### config.mk
export PLATFORM = sky130hd
export DESIGN_NAME = instr_fetch_unit_flat
export DESIGN_NICKNAME = d
export VERILOG_FILES = /design/src/rtl/instr_fetch_unit_if.sv /design/src/rtl/instr_fetch_unit.sv /design/src/flat_wrapper.sv
export SDC_FILE = /design/constraint.sdc
export NUM_CORES = 1
export LEC_CHECK = 0
export CAP_MARGIN = 20
export CELL_PAD_IN_SITES_DETAIL_PLACEMENT = 0
export CELL_PAD_IN_SITES_GLOBAL_PLACEMENT = 2
export CORE_AREA = 4 4 181 148
export CTS_CLUSTER_SIZE = 28
export DETAILED_ROUTE_END_ITERATION = 8
export DIE_AREA = 0 0 185 152
export GPL_TIMING_DRIVEN = 0
export HOLD_SLACK_MARGIN = 0.12
export PLACE_DENSITY = 0.82
export REMOVE_ABC_BUFFERS = 1
export SYNTH_ARGS = -nofsm -noshare
export SYNTH_HDL_FRONTEND = slang
export SYNTH_SLANG_ARGS = --single-unit
### constraint.sdc
create_clock -name clk -period 3.6 [get_ports clk]
set_input_delay 0.54 -clock clk [delete_from_list [all_inputs] [get_ports clk]]
set_output_delay 0.54 -clock clk [all_outputs]
set_load 0.05 [all_outputs]
### src/rtl/instr_fetch_unit_if.sv
`default_nettype none
// ----------------------------------------------------------------------------
// Module   : instr_fetch_unit_if
// Purpose  : Instruction-memory req/ack port. The fetch unit is the master:
//            it raises req with addr and waits for ack, which comes with rdata.
// Revision : 1.0 - initial release
// ----------------------------------------------------------------------------
interface instr_fetch_unit_if #(
  parameter int AW = 32
);
  logic          req;
  logic [AW-1:0] addr;
  logic          ack;
  logic [31:0]   rdata;

  modport master (output req, output addr, input ack, input rdata);
  modport slave  (input req, input addr, output ack, output rdata);
endinterface
`default_nettype wire

### src/rtl/instr_fetch_unit.sv
`default_nettype none
// ----------------------------------------------------------------------------
// Module   : instr_fetch_unit
// Purpose  : Fetch stage. Owns the PC, fetches one word per instruction over a
//            req/ack port and holds it in the instruction register. It retires
//            the instruction when stall is low and then moves to next-PC
//            (jump > branch > sequential).
// Options  : FETCH_PERF_CNT_EN - when defined, retired_cnt counts retires.
//            When it is not defined, retired_cnt is tied to zero.
// Revision : 1.0 - initial release
// ----------------------------------------------------------------------------
module instr_fetch_unit #(
  parameter logic [31:0] RESET_PC = 32'h0000_0000,
  parameter int          IMEM_AW  = 32
) (
  input  wire logic               clk,
  input  wire logic               rst,
  instr_fetch_unit_if.master      imem,
  input  wire logic               stall,
  input  wire logic               PCSRC,
  input  wire logic               jump,
  output logic [31:0]             instr,
  output logic [5:0]              Opcode,
  output logic [5:0]              Funct,
  output logic                    instr_valid,
  output logic [IMEM_AW-1:0]      pc,
  output logic [IMEM_AW-1:0]      pc_plus4,
  output logic [31:0]             retired_cnt
);

  typedef enum logic [1:0] {
    S_BOOT = 2'd0,
    S_REQ  = 2'd1,
    S_HOLD = 2'd2
  } state_t;

  state_t state, state_nxt;

  logic               capture;   // ack accepted this cycle
  logic               retire;    // instruction leaves the stage this cycle
  logic [IMEM_AW-1:0] br_off;
  logic [IMEM_AW-1:0] next_pc;

  // Request and valid are decoded from the state. A reset therefore drops
  // the request as soon as the state register clears, without waiting for a
  // clock edge.
  assign imem.addr = pc;
  assign Opcode    = instr[31:26];
  assign Funct     = instr[5:0];
  assign pc_plus4  = pc + {{(IMEM_AW-3){1'b0}}, 3'b100};

  // Word offset of the branch, sign-extended and scaled to bytes.
  assign br_off = {{(IMEM_AW-18){instr[15]}}, instr[15:0], 2'b00};

  // Next-PC select. Jump has priority over a taken branch.
  always_comb begin
    next_pc = pc_plus4;
    if (jump) begin
      next_pc = {pc_plus4[IMEM_AW-1:28], instr[25:0], 2'b00};
    end else if (PCSRC) begin
      next_pc = pc_plus4 + br_off;
    end
  end

  // State register.
  always_ff @(posedge clk or posedge rst) begin
    if (rst) begin
      state <= S_BOOT;
    end else begin
      state <= state_nxt;
    end
  end

  // Next-state logic and state-decoded control outputs.
  always_comb begin
    state_nxt   = state;
    imem.req    = 1'b0;
    instr_valid = 1'b0;
    capture     = 1'b0;
    retire      = 1'b0;
    case (state)
      S_BOOT: begin
        state_nxt = S_REQ;
      end
      S_REQ: begin
        imem.req = 1'b1;
        if (imem.ack) begin
          capture   = 1'b1;
          state_nxt = S_HOLD;
        end
      end
      S_HOLD: begin
        instr_valid = 1'b1;
        if (!stall) begin
          retire    = 1'b1;
          state_nxt = S_REQ;
        end
      end
      default: begin
        state_nxt = S_BOOT;
      end
    endcase
  end

  // Instruction register: loaded only on an accepted ack. It is held while
  // the stage is stalled.
  always_ff @(posedge clk or posedge rst) begin
    if (rst) begin
      instr <= 32'h0;
    end else if (capture) begin
      instr <= imem.rdata;
    end
  end

  // PC register: advances only when the held instruction retires.
  always_ff @(posedge clk or posedge rst) begin
    if (rst) begin
      pc <= RESET_PC[IMEM_AW-1:0];
    end else if (retire) begin
      pc <= next_pc;
    end
  end

`ifdef FETCH_PERF_CNT_EN
  // Retired-instruction counter. It wraps naturally at 2^32.
  always_ff @(posedge clk or posedge rst) begin
    if (rst) begin
      retired_cnt <= 32'h0;
    end else if (retire) begin
      retired_cnt <= retired_cnt + 32'd1;
    end
  end
`else
  assign retired_cnt = 32'h0;
`endif

endmodule
`default_nettype wire

### src/flat_wrapper.sv
// flat-port wrapper written by rule: the top's interface ports become plain ports
module instr_fetch_unit_flat 
#(
  parameter logic [31:0] RESET_PC = 32'h0000_0000,
  parameter int          IMEM_AW  = 32
)
  (clk, rst, stall, PCSRC, jump, instr, Opcode, Funct, instr_valid, pc, pc_plus4, retired_cnt, imem_req, imem_addr, imem_ack, imem_rdata);
  instr_fetch_unit_if #(.AW(32)) imem_i ();
  input  wire logic clk;
  input  wire logic rst;
  input  wire logic stall;
  input  wire logic PCSRC;
  input  wire logic jump;
  output logic [31:0] instr;
  output logic [5:0] Opcode;
  output logic [5:0] Funct;
  output logic instr_valid;
  output logic [IMEM_AW-1:0] pc;
  output logic [IMEM_AW-1:0] pc_plus4;
  output logic [31:0] retired_cnt;
  output wire logic [$bits(imem_i.req)-1:0] imem_req;
  output wire logic [$bits(imem_i.addr)-1:0] imem_addr;
  input wire logic [$bits(imem_i.ack)-1:0] imem_ack;
  input wire logic [$bits(imem_i.rdata)-1:0] imem_rdata;
  assign imem_req = imem_i.req;
  assign imem_addr = imem_i.addr;
  assign imem_i.ack = imem_ack;
  assign imem_i.rdata = imem_rdata;
  instr_fetch_unit #(.RESET_PC(RESET_PC), .IMEM_AW(IMEM_AW)) u_core (.clk(clk), .rst(rst), .imem(imem_i), .stall(stall), .PCSRC(PCSRC), .jump(jump), .instr(instr), .Opcode(Opcode), .Funct(Funct), .instr_valid(instr_valid), .pc(pc), .pc_plus4(pc_plus4), .retired_cnt(retired_cnt));
endmodule
Word-level counts from Yosys, hierarchy flattened
Cells that the tools add are included.
{"block": "totals", "wordCells": 22, "register_bits": 66, "out_inout_bits": 174, "inputBits": 38}
{"block": "classes", "n_mux": 11, "n_reduce_logical": 2, "add_sub_neg": 2, "n_eq_ne": 4}
{"cell": "32-bit two-way mux", "count": 2}
{"cell": "32-bit by 3-bit adder with 32-bit output (second input constant)", "count": 1}
{"cell": "32-bit adder", "count": 1}
{"cell": "1-bit two-way mux", "count": 6}
{"cell": "2-bit one-hot mux with 3 select lines", "count": 1}
{"cell": "2-bit two-way mux", "count": 2}
{"cell": "2-bit inequality test (second input constant)", "count": 2}
{"cell": "2-bit by 1-bit == test with 1-bit output (second input constant)", "count": 1}
{"cell": "2-bit == test (second input constant)", "count": 1}
{"cell": "2-bit logical NOT", "count": 1}
{"cell": "2-bit AND reduction", "count": 1}

Longest topological paths before layout
Gate-level depths: netlist (run 1).
{"block": "logic_depth", "ltp_word": 4, "mapped_depth": 16}

Least setup slack after synthesis (run 1)
OpenSTA, ideal clock, no wires.
{"block": "synth_path", "path_kind": "register to register", "startpoint": "register u_core.pc[2] (netlist: u_core.imem.addr[2])", "endpoint": "register u_core.pc[27] (netlist: u_core.imem.addr[27])", "slack_ns": -1.267, "path_stages_with_launch": 16, "arrival_time_ns": 4.801, "period_less_slack_ns": 4.867, "setup_time_ns": 0.066, "t_required_ns": 3.534, "path_cell_list": "dfrtp_1 > ha_1 > nand4_1 > nor4_4 > nand3_1 > xnor2_1 > ha_1 > clkbuf_1 > a21o_1 > a211oi_1 > o21ai_0 > o21ai_0 > nand2b_1 > xnor2_1 > a2111oi_1 > a211o_1"}
{"block": "synth_via", "elab_chain_len": 4}
{"item": "start: declaration", "line": "instr_fetch_unit.sv:26", "source": "output logic [IMEM_AW-1:0] pc,"}
{"item": "start signal: assignment", "line": "instr_fetch_unit.sv:118", "source": "pc <= RESET_PC[IMEM_AW-1:0];"}
{"item": "start signal: assignment", "line": "instr_fetch_unit.sv:120", "source": "pc <= next_pc;"}
{"item": "32-bit by 3-bit adder with 32-bit output", "line": "instr_fetch_unit.sv:50", "source": "assign pc_plus4 = pc + {{(IMEM_AW-3){1'b0}}, 3'b100};"}
{"item": "via pc_plus4[24]", "line": "flat_wrapper.sv:19", "source": "output logic [IMEM_AW-1:0] pc_plus4;"}
{"item": "32-bit adder", "line": "instr_fetch_unit.sv:61", "source": "next_pc = pc_plus4 + br_off;"}
{"item": "32-bit two-way mux", "line": "instr_fetch_unit.sv:60", "source": "end else if (PCSRC) begin"}
{"item": "32-bit two-way mux", "line": "instr_fetch_unit.sv:58", "source": "if (jump) begin"}
The timed path passes the listed nets, and every way through them passes these cells.
A chain may end at the register's enable or synchronous reset.

Worst setup path after layout (run 1)
{"block": "layout_path", "startpoint": "register u_core.pc[2] (netlist: u_core.imem.addr[2])", "endpoint": "output port pc_plus4[28]"}
{"block": "layout_via", "elab_chain_len": 1}
{"item": "32-bit by 3-bit adder with 32-bit output", "line": "instr_fetch_unit.sv:50"}
{"item": "end: declaration", "line": "flat_wrapper.sv:19"}
Every way passes these cells.

==> flow_summary.rst, run 1 <==
.. list-table::
   :header-rows: 1

   * - Metric
     - Value
   * - Outcome
     - finished clean
   * - Area used by multi-input combinational logic
     - roughly 4200 um2
   * - Number of input and output port buffers inserted
     - between 150 and 200
   * - Post-Synthesis Cells
     - between 600 and 700
   * - Die outline width
     - roughly 190 um
   * - Highest metal layer with signal wires
     - met4
   * - Slew Limit Headroom
     - between 30% and 40%
   * - Number of vias per cell
     - 4.730
   * - Final-report setup violation count
     - 0
   * - Top area cells in the synthesized netlist
     - sky130_fd_sc_hd__dfrtp_1 (27%), sky130_fd_sc_hd__buf_4 (10%), sky130_fd_sc_hd__ha_1 (7.6%)
   * - HPWL after detailed placement
     - about 15000 um
   * - Maximum number of pins on one net before global-route repair
     - slightly below 60
   * - Cts bufs inserted
     - 9
   * - Arrival time at the worst endpoint
     - around 3000 ps
   * - Crit-path max FO
     - 5
   * - Number of sinks on the clock net
     - between 60 and 70
   * - FILL cells
     - approximately 2600
   * - First-pass DRT Iterations
     - 5
   * - Launch instance of the worst register-to-register path
     - u_core.imem.addr[2]$_DFFE_PP0P_
   * - Post-Route Hold Slack
     - between 400 and 500 ps
   * - Mean Syn Cell Area
     - slightly below 9 um2
   * - Total global routing overflow
     - 0
   * - Number of rows created at floorplan
     - 52
   * - Top cells by count, synth
     - sky130_fd_sc_hd__buf_4 (80), sky130_fd_sc_hd__dfrtp_1 (64), sky130_fd_sc_hd__nand2_1 (55)
   * - Most frequent cell after synthesis
     - sky130_fd_sc_hd__buf_4
   * - Post-route clock skew
     - about 8.3 ps
   * - Synthesis-to-finish area growth
     - 49.30%
   * - Final weighted congestion in routability-driven placement
     - roughly 0.84
   * - Die height
     - roughly 150 um
   * - Share of synthesized registers carrying an async set or reset
     - between 90% and 100%
   * - Req. time, crit path
     - slightly above 3000 ps
   * - Count of maximum capacitance violations
     - 0
   * - Count of cell types in the netlist
     - between 60 and 70
   * - Maximum number of buffers from clock root to sink
     - 2
   * - Number of routed nets with antenna violations
     - 0
   * - Proportion of synthesized chip area in sequential cells
     - 27.10%
   * - Die ar.
     - between 20000 and 30000 um2
   * - CTS tree
     - yes
   * - Share of Yosys cell area claimed by the top area cell type
     - between 20% and 30%
   * - Number of standard cells in the layout, taps in and fillers out
     - between 1000 and 1500
   * - DRC marker count from the first detailed-route iteration
     - 274
   * - Register cell area after layout
     - between 1500 and 2000 um2
   * - Top-level I/O count
     - 212
   * - # placed instances
     - ~1100
   * - Overall via count from detail_route
     - 5624
   * - Antenna diode instance count
     - 0
   * - Reg-to-reg critical path endpoint
     - u_core.imem.addr[27]$_DFFE_PP0P_
   * - Area of the mapped netlist
     - 5911 um2
   * - Critical Path End Type
     - output pin
   * - RSZ-0062 raised after global routing
     - true
   * - Number of synthesized flops with an enable pin
     - 0
   * - Core Region
     - about 25000 um2
   * - Pins over their slew limit
     - 0
   * - Global router's overall resource usage
     - approximately 14%
   * - H-tree Lvls
     - 3
   * - Final worst path period share
     - a little over nine tenths
   * - Routed length on met1
     - between 9000 and 10000 um
   * - Detail-routed net length per standard cell
     - 17.24 um
   * - Clock slew seen by the registers of the worst setup and hold paths
     - roughly 60 ps
   * - Worst reg-to-reg path cell count
     - 16
   * - Synth Warn #
     - 0
   * - Met2 wire length
     - ~9600 um
   * - Type of element launching the critical path
     - flop
   * - Proportion of layout cells with a drive suffix above 1
     - about a quarter
   * - Effective utilization at floorplan
     - roughly a quarter
   * - Top cell type by total area after synthesis
     - sky130_fd_sc_hd__dfrtp_1
   * - Yosys reg bits
     - 64
   * - Achievable frequency
     - 0.2820 GHz
   * - Number of antenna violations at the first check in global routing
     - 0
   * - Worst Path Class, Setup
     - flop to output pin
   * - Total Nets Final
     - 935
   * - Detailed-route DRC error count
     - 0
   * - Top_reg_cell synth
     - sky130_fd_sc_hd__dfrtp_1
   * - Transition time at the pin with the least slew margin
     - 1010 ps
   * - Final-report hold violation count
     - 0
   * - Min Tclk post-route
     - 3546 ps
   * - Reg2reg setup slack
     - 60 ps
   * - Global-route wire length before repair
     - 31600 um
   * - Met3 Wirelength
     - roughly 800 um
   * - Wire length reported by the detailed router
     - 20500 um
   * - Master cell of the clock root buffer
     - sky130_fd_sc_hd__clkbuf_16
   * - Vias in the first global route
     - approximately 5500
   * - Class of the tightest hold or removal check
     - input port to async pin
   * - Clock latency of the later-clocked register in the worst-skew pair
     - ~340 ps
[layout by cell type (no fill, tap or decap), types with 14 or more instances in the layout]
master,instances
sky130_fd_sc_hd__clkdlybuf4s50_1,163
sky130_fd_sc_hd__nor3_1,14
sky130_fd_sc_hd__dfrtp_1,51
sky130_fd_sc_hd__a21o_1,20
sky130_fd_sc_hd__conb_1,38
sky130_fd_sc_hd__xnor2_1,23
sky130_fd_sc_hd__nand2_1,53
sky130_fd_sc_hd__inv_1,15
sky130_fd_sc_hd__ha_1,21
sky130_fd_sc_hd__buf_4,54
sky130_fd_sc_hd__a21oi_1,48
sky130_fd_sc_hd__mux2_2,32
sky130_fd_sc_hd__nor2_1,43
sky130_fd_sc_hd__o21ai_0,33
[final cells by class]
type / instances / area share, %
timing repair buffer: 235 / 25.89
multi-input combinational: 534 / 47.26
sequential: 64 / 18.33
tap: 324 / 4.594
clock inverter: 6 / 0.5104
inverter: 16 / 0.7089
clock buffer: 10 / 2.708
[per-layer routing]
layer | up-vias | GRT usage (%)
li1 | 2698 | -
met5 | - | 0
met1 | 2737 | 19.49
met3 | 33 | 2.581
met2 | 156 | 22.32
met4 | 0 | 4.472
[worst max path at each step]
stage,from,to,cells past startpoint
after floorplan,u_core.imem.addr[2]$_DFFE_PP0P_,u_core.imem.addr[27]$_DFFE_PP0P_,14
after global placement,u_core.imem.addr[2]$_DFFE_PP0P_,u_core.imem.addr[27]$_DFFE_PP0P_,14
after detailed placement,u_core.imem.addr[2]$_DFFE_PP0P_,u_core.imem.addr[27]$_DFFE_PP0P_,14
after CTS,u_core.imem.addr[7]$_DFFE_PP0P_,u_core.imem.addr[29]$_DFFE_PP0P_,14
after global routing,u_core.imem.addr[2]$_DFFE_PP0P_,u_core.imem.addr[27]$_DFFE_PP0P_,16
final,u_core.imem.addr[2]$_DFFE_PP0P_,pc_plus4[28],9
[sequential cells by signal, summed over array words and instances (netlist names)]
register	flops
u_core.instr	32
u_core.imem.addr	30
u_core.state	2
[logic make-up after synthesis]
logic type	Yosys count	synth area share, %
other cells	1	0.06344
xor+xnor	51	7.557
simple gates	190	16.72
buf+inv	123	14.25
mux	43	7.960
flops	64	27.10
compound gates	175	18.40
fa+ha+maj	37	7.959
[critical path, stage by stage, from the launching register on]
cell,delay (ps)
sky130_fd_sc_hd__dfrtp_2,420
sky130_fd_sc_hd__ha_4,170
sky130_fd_sc_hd__nand4_1,110
sky130_fd_sc_hd__buf_6,160
sky130_fd_sc_hd__nor4_4,310
sky130_fd_sc_hd__buf_4,180
sky130_fd_sc_hd__nand3_4,120
sky130_fd_sc_hd__nor3_1,420
sky130_fd_sc_hd__xor2_1,340
sky130_fd_sc_hd__clkdlybuf4s15_2,430
[metrics by stage]
step / area [um2] / worst slack, ps / utilization (%) / TNS, ps
floorplan: 5268 / -1559 / - / -27020
global placement: 7405 / -1213 / 29.64 / -18680
detailed placement: 7490 / -1260 / 29.98 / -15720
CTS: 8294 / -34.44 / 33.20 / -68.69
global route: 8825 / -162.1 / 35.32 / -798.3
finish: 8825 / 54.31 / 35.32 / 0
[repair_timing]
item	4_1_cts	5_1_grt
pin swaps	22	26
setup buffers	28	28
endpoints found under the setup margin	40	25
hold buffers	0	0
resized for setup	78	54
Power of run 1 is not shown: default switching activity piles up to over one toggle a cycle in this logic, so the estimate is an artifact.
==> run 2, diff against run 1 <==
--- a/config.mk
+++ b/config.mk
@@ -5,7 +5,7 @@
 export SDC_FILE = /design/constraint.sdc
 export NUM_CORES = 1
 export LEC_CHECK = 0
-export CAP_MARGIN = 20
+export CAP_MARGIN = 10
 export CELL_PAD_IN_SITES_DETAIL_PLACEMENT = 0
 export CELL_PAD_IN_SITES_GLOBAL_PLACEMENT = 2
 export CORE_AREA = 4 4 181 148
@@ -16,6 +16,7 @@
 export HOLD_SLACK_MARGIN = 0.12
 export PLACE_DENSITY = 0.82
 export REMOVE_ABC_BUFFERS = 1
+export SLEW_MARGIN = 20
 export SYNTH_ARGS = -nofsm -noshare
 export SYNTH_HDL_FRONTEND = slang
 export SYNTH_SLANG_ARGS = --single-unit
==> flow_summary.rst, run 2 (synthesis gave the netlist of run 1 again) <==
.. list-table::
   :header-rows: 1

   * - Metric
     - Value
   * - Most common cell after layout, fill and taps aside
     - sky130_fd_sc_hd__clkdlybuf4s50_1
   * - Most frequent cells in the layout
     - sky130_fd_sc_hd__clkdlybuf4s50_1 (163), sky130_fd_sc_hd__nand2_1 (53), sky130_fd_sc_hd__a21oi_1 (50), sky130_fd_sc_hd__dfrtp_1 (50), sky130_fd_sc_hd__buf_4 (48)
   * - Slowest CP cell
     - sky130_fd_sc_hd__dfrtp_2
   * - Total buffers and inverters traversed by the critical path
     - 0
   * - Final worst slack
     - between 40 and 50 ps
   * - Global router's overall resource usage
     - 14.17%
   * - Transition time at the pin with the least slew margin
     - slightly above 1000 ps
   * - Post-Route Hold Slack
     - about 470 ps
   * - Area of all placed cells without fillers
     - 8628 um2
   * - Total global routing overflow
     - 0
   * - Type of element launching the critical path
     - flop
   * - Number of flip-flops under the largest register name
     - 32
   * - Die height
     - about 150 um
   * - Pins over their slew limit
     - 0
   * - Maximum number of pins on one net before global-route repair
     - between 50 and 60
   * - Reg with most FFs
     - u_core.instr
   * - Number of sinks on the clock net
     - 64
   * - Highest cell delay on the worst timing path
     - approximately 410 ps
   * - Cts bufs inserted
     - 9
   * - Class of the tightest hold or removal check
     - input port to async pin
   * - Register cell area after layout
     - around 1600 um2
   * - CTS tree
     - yes
   * - Routed length on met1
     - a little under 10000 um
   * - Req. time, crit path
     - around 3800 ps
   * - Detail-routed net length per standard cell
     - 17.21 um
   * - Crit-path max FO
     - 6
   * - FILL cells
     - around 2600
   * - Highest metal layer with signal wires
     - met4
   * - Detailed-route DRC error count
     - 0
   * - Final-report hold violation count
     - 0
   * - Die ar.
     - 28120 um2
   * - Reg-to-reg critical path endpoint
     - u_core.imem.addr[31]$_DFFE_PP0P_
   * - Arrival time at the worst endpoint
     - 3780 ps
   * - Total Nets Final
     - approximately 900
   * - RSZ-0062 raised after global routing
     - true
   * - Synthesis-to-finish area growth
     - 45.98%
   * - Final weighted congestion in routability-driven placement
     - 0.8433
   * - Proportion of layout cells with a drive suffix above 1
     - 22.29%
   * - Maximum number of buffers from clock root to sink
     - 2
   * - Hold buffer count at cts
     - 0
   * - Reg2reg setup slack
     - about 47 ps
   * - Vias in the first global route
     - approximately 5500
   * - Post-Place Cell Area
     - around 7500 um2
   * - Top-level I/O count
     - 212
   * - Die outline width
     - 185 um
   * - Final worst path period share
     - 98.69%
   * - Overall via count from detail_route
     - approximately 5600
   * - Number of routed nets with antenna violations
     - 0
   * - Met3 Wirelength
     - ~740 um
   * - Clock slew seen by the registers of the worst setup and hold paths
     - 60 ps
   * - Outcome
     - finished clean
   * - List of cells traversed by the critical path
     - and3_4 > nand3_4 > nor4_4 > nand2_1 > xnor2_2 > ha_2 > a21o_1 > a21oi_1 > a221oi_2 > o22a_1 > nand2_1 > o21ai_2 > o21a_1 > nor3_2 > xnor2_1
   * - DRC marker count from the first detailed-route iteration
     - roughly 310
   * - Global-route wire length before repair
     - approximately 32000 um
   * - Core Region
     - 24980 um2
   * - Post-Place Worst Slack
     - -1224 ps
   * - Min Tclk post-route
     - 3553 ps
   * - First-pass DRT Iterations
     - 5
   * - Worst reg-to-reg path cell count
     - 15
   * - Launch instance of the worst register-to-register path
     - u_core.imem.addr[3]$_DFFE_PP0P_
   * - Critical path's top delay family
     - compound AO/OA/AOI/OAI gates
   * - Post-route clock skew
     - 8.068 ps
   * - Top cell by count, worst path
     - sky130_fd_sc_hd__nand2_1
   * - Critical Path End Type
     - flop
   * - Met2 wire length
     - 9580 um
   * - Effective utilization at floorplan
     - between 20% and 30%
   * - Master cell of the clock root buffer
     - sky130_fd_sc_hd__clkbuf_16
   * - Number of input and output port buffers inserted
     - between 150 and 200
   * - Worst Path Class, Setup
     - flop to flop
   * - Number of vias per cell
     - 4.709
   * - Count of maximum capacitance violations
     - 0
   * - Number of antenna violations at the first check in global routing
     - 0
   * - Utilization after layout
     - 34.54%
   * - Achievable frequency
     - 0.2815 GHz
   * - Final-report setup violation count
     - 0
   * - Number of rows created at floorplan
     - 52
   * - Clock latency of the later-clocked register in the worst-skew pair
     - 350 ps
   * - HPWL after detailed placement
     - around 15000 um
   * - Wire length reported by the detailed router
     - slightly above 20000 um
   * - Area used by multi-input combinational logic
     - 4054 um2
   * - Slew Limit Headroom
     - just over 30%
   * - H-tree Lvls
     - 3
run 2: changes by cell type in the layout (fill, tap and decap cells not counted), moves of 3 or more:
cell                      previous run  this run
sky130_fd_sc_hd__o21ai_1             7         4
sky130_fd_sc_hd__ha_4               13         8
sky130_fd_sc_hd__o21ai_0            33        37
sky130_fd_sc_hd__xor2_2              2         5
sky130_fd_sc_hd__ha_2                2         6
sky130_fd_sc_hd__buf_4              54        48
run 2: per-stage QoR:
| step | instances | setup TNS, ps |
|---|---|---|
| after floorplan | 614 | -27020 |
| after global placement | 1111 | -18680 |
| after detailed placement | 1116 | -15160 |
| after CTS | 1157 | -119.7 |
| after global routing | 1181 | -958.9 |
| final | 1182 | 0 |
run 2: worst max-delay path by stage:
| stage | startpoint | endpoint | slack, ps | cells past startpoint |
|---|---|---|---|---|
| global placement | u_core.imem.addr[2]$_DFFE_PP0P_ | u_core.imem.addr[27]$_DFFE_PP0P_ | -1210 | 14 |
| finish | u_core.imem.addr[3]$_DFFE_PP0P_ | u_core.imem.addr[31]$_DFFE_PP0P_ | 50 | 15 |
| global route | u_core.imem.addr[7]$_DFFE_PP0P_ | u_core.imem.addr[28]$_DFFE_PP0P_ | -120 | 16 |
| floorplan | u_core.imem.addr[2]$_DFFE_PP0P_ | u_core.imem.addr[27]$_DFFE_PP0P_ | -1560 | 14 |
| CTS | u_core.imem.addr[7]$_DFFE_PP0P_ | u_core.imem.addr[29]$_DFFE_PP0P_ | -60 | 14 |
| detailed placement | u_core.imem.addr[2]$_DFFE_PP0P_ | u_core.imem.addr[27]$_DFFE_PP0P_ | -1220 | 14 |
run 2: final cells by class:
| class | count | area share, % |
|---|---|---|
| well taps | 324 | 4.698 |
| clock inverters | 5 | 0.7251 |
| inverters | 16 | 0.7251 |
| flip-flops and latches | 64 | 18.76 |
| diodes | 1 | 0.02900 |
| multi-input cells | 534 | 46.98 |
| repair buffers | 227 | 25.14 |
| clock buffers | 11 | 2.929 |
run 2: timing repair:
| item | 4_1_cts | 5_1_grt |
|---|---|---|
| setup endpoints to repair | 40 | 26 |
| gates resized for setup | 72 | 39 |
| buffers inserted | 25 | 24 |
| pin swaps | 21 | 35 |
run 2: per-layer routing:
metal	GRT usage (%)	vias up
met3	2.342	22
met2	22.22	153
met4	3.739	0
li1	-	2683
met5	0	-
met1	20.22	2708
Power of run 2 is left out for the same reason.
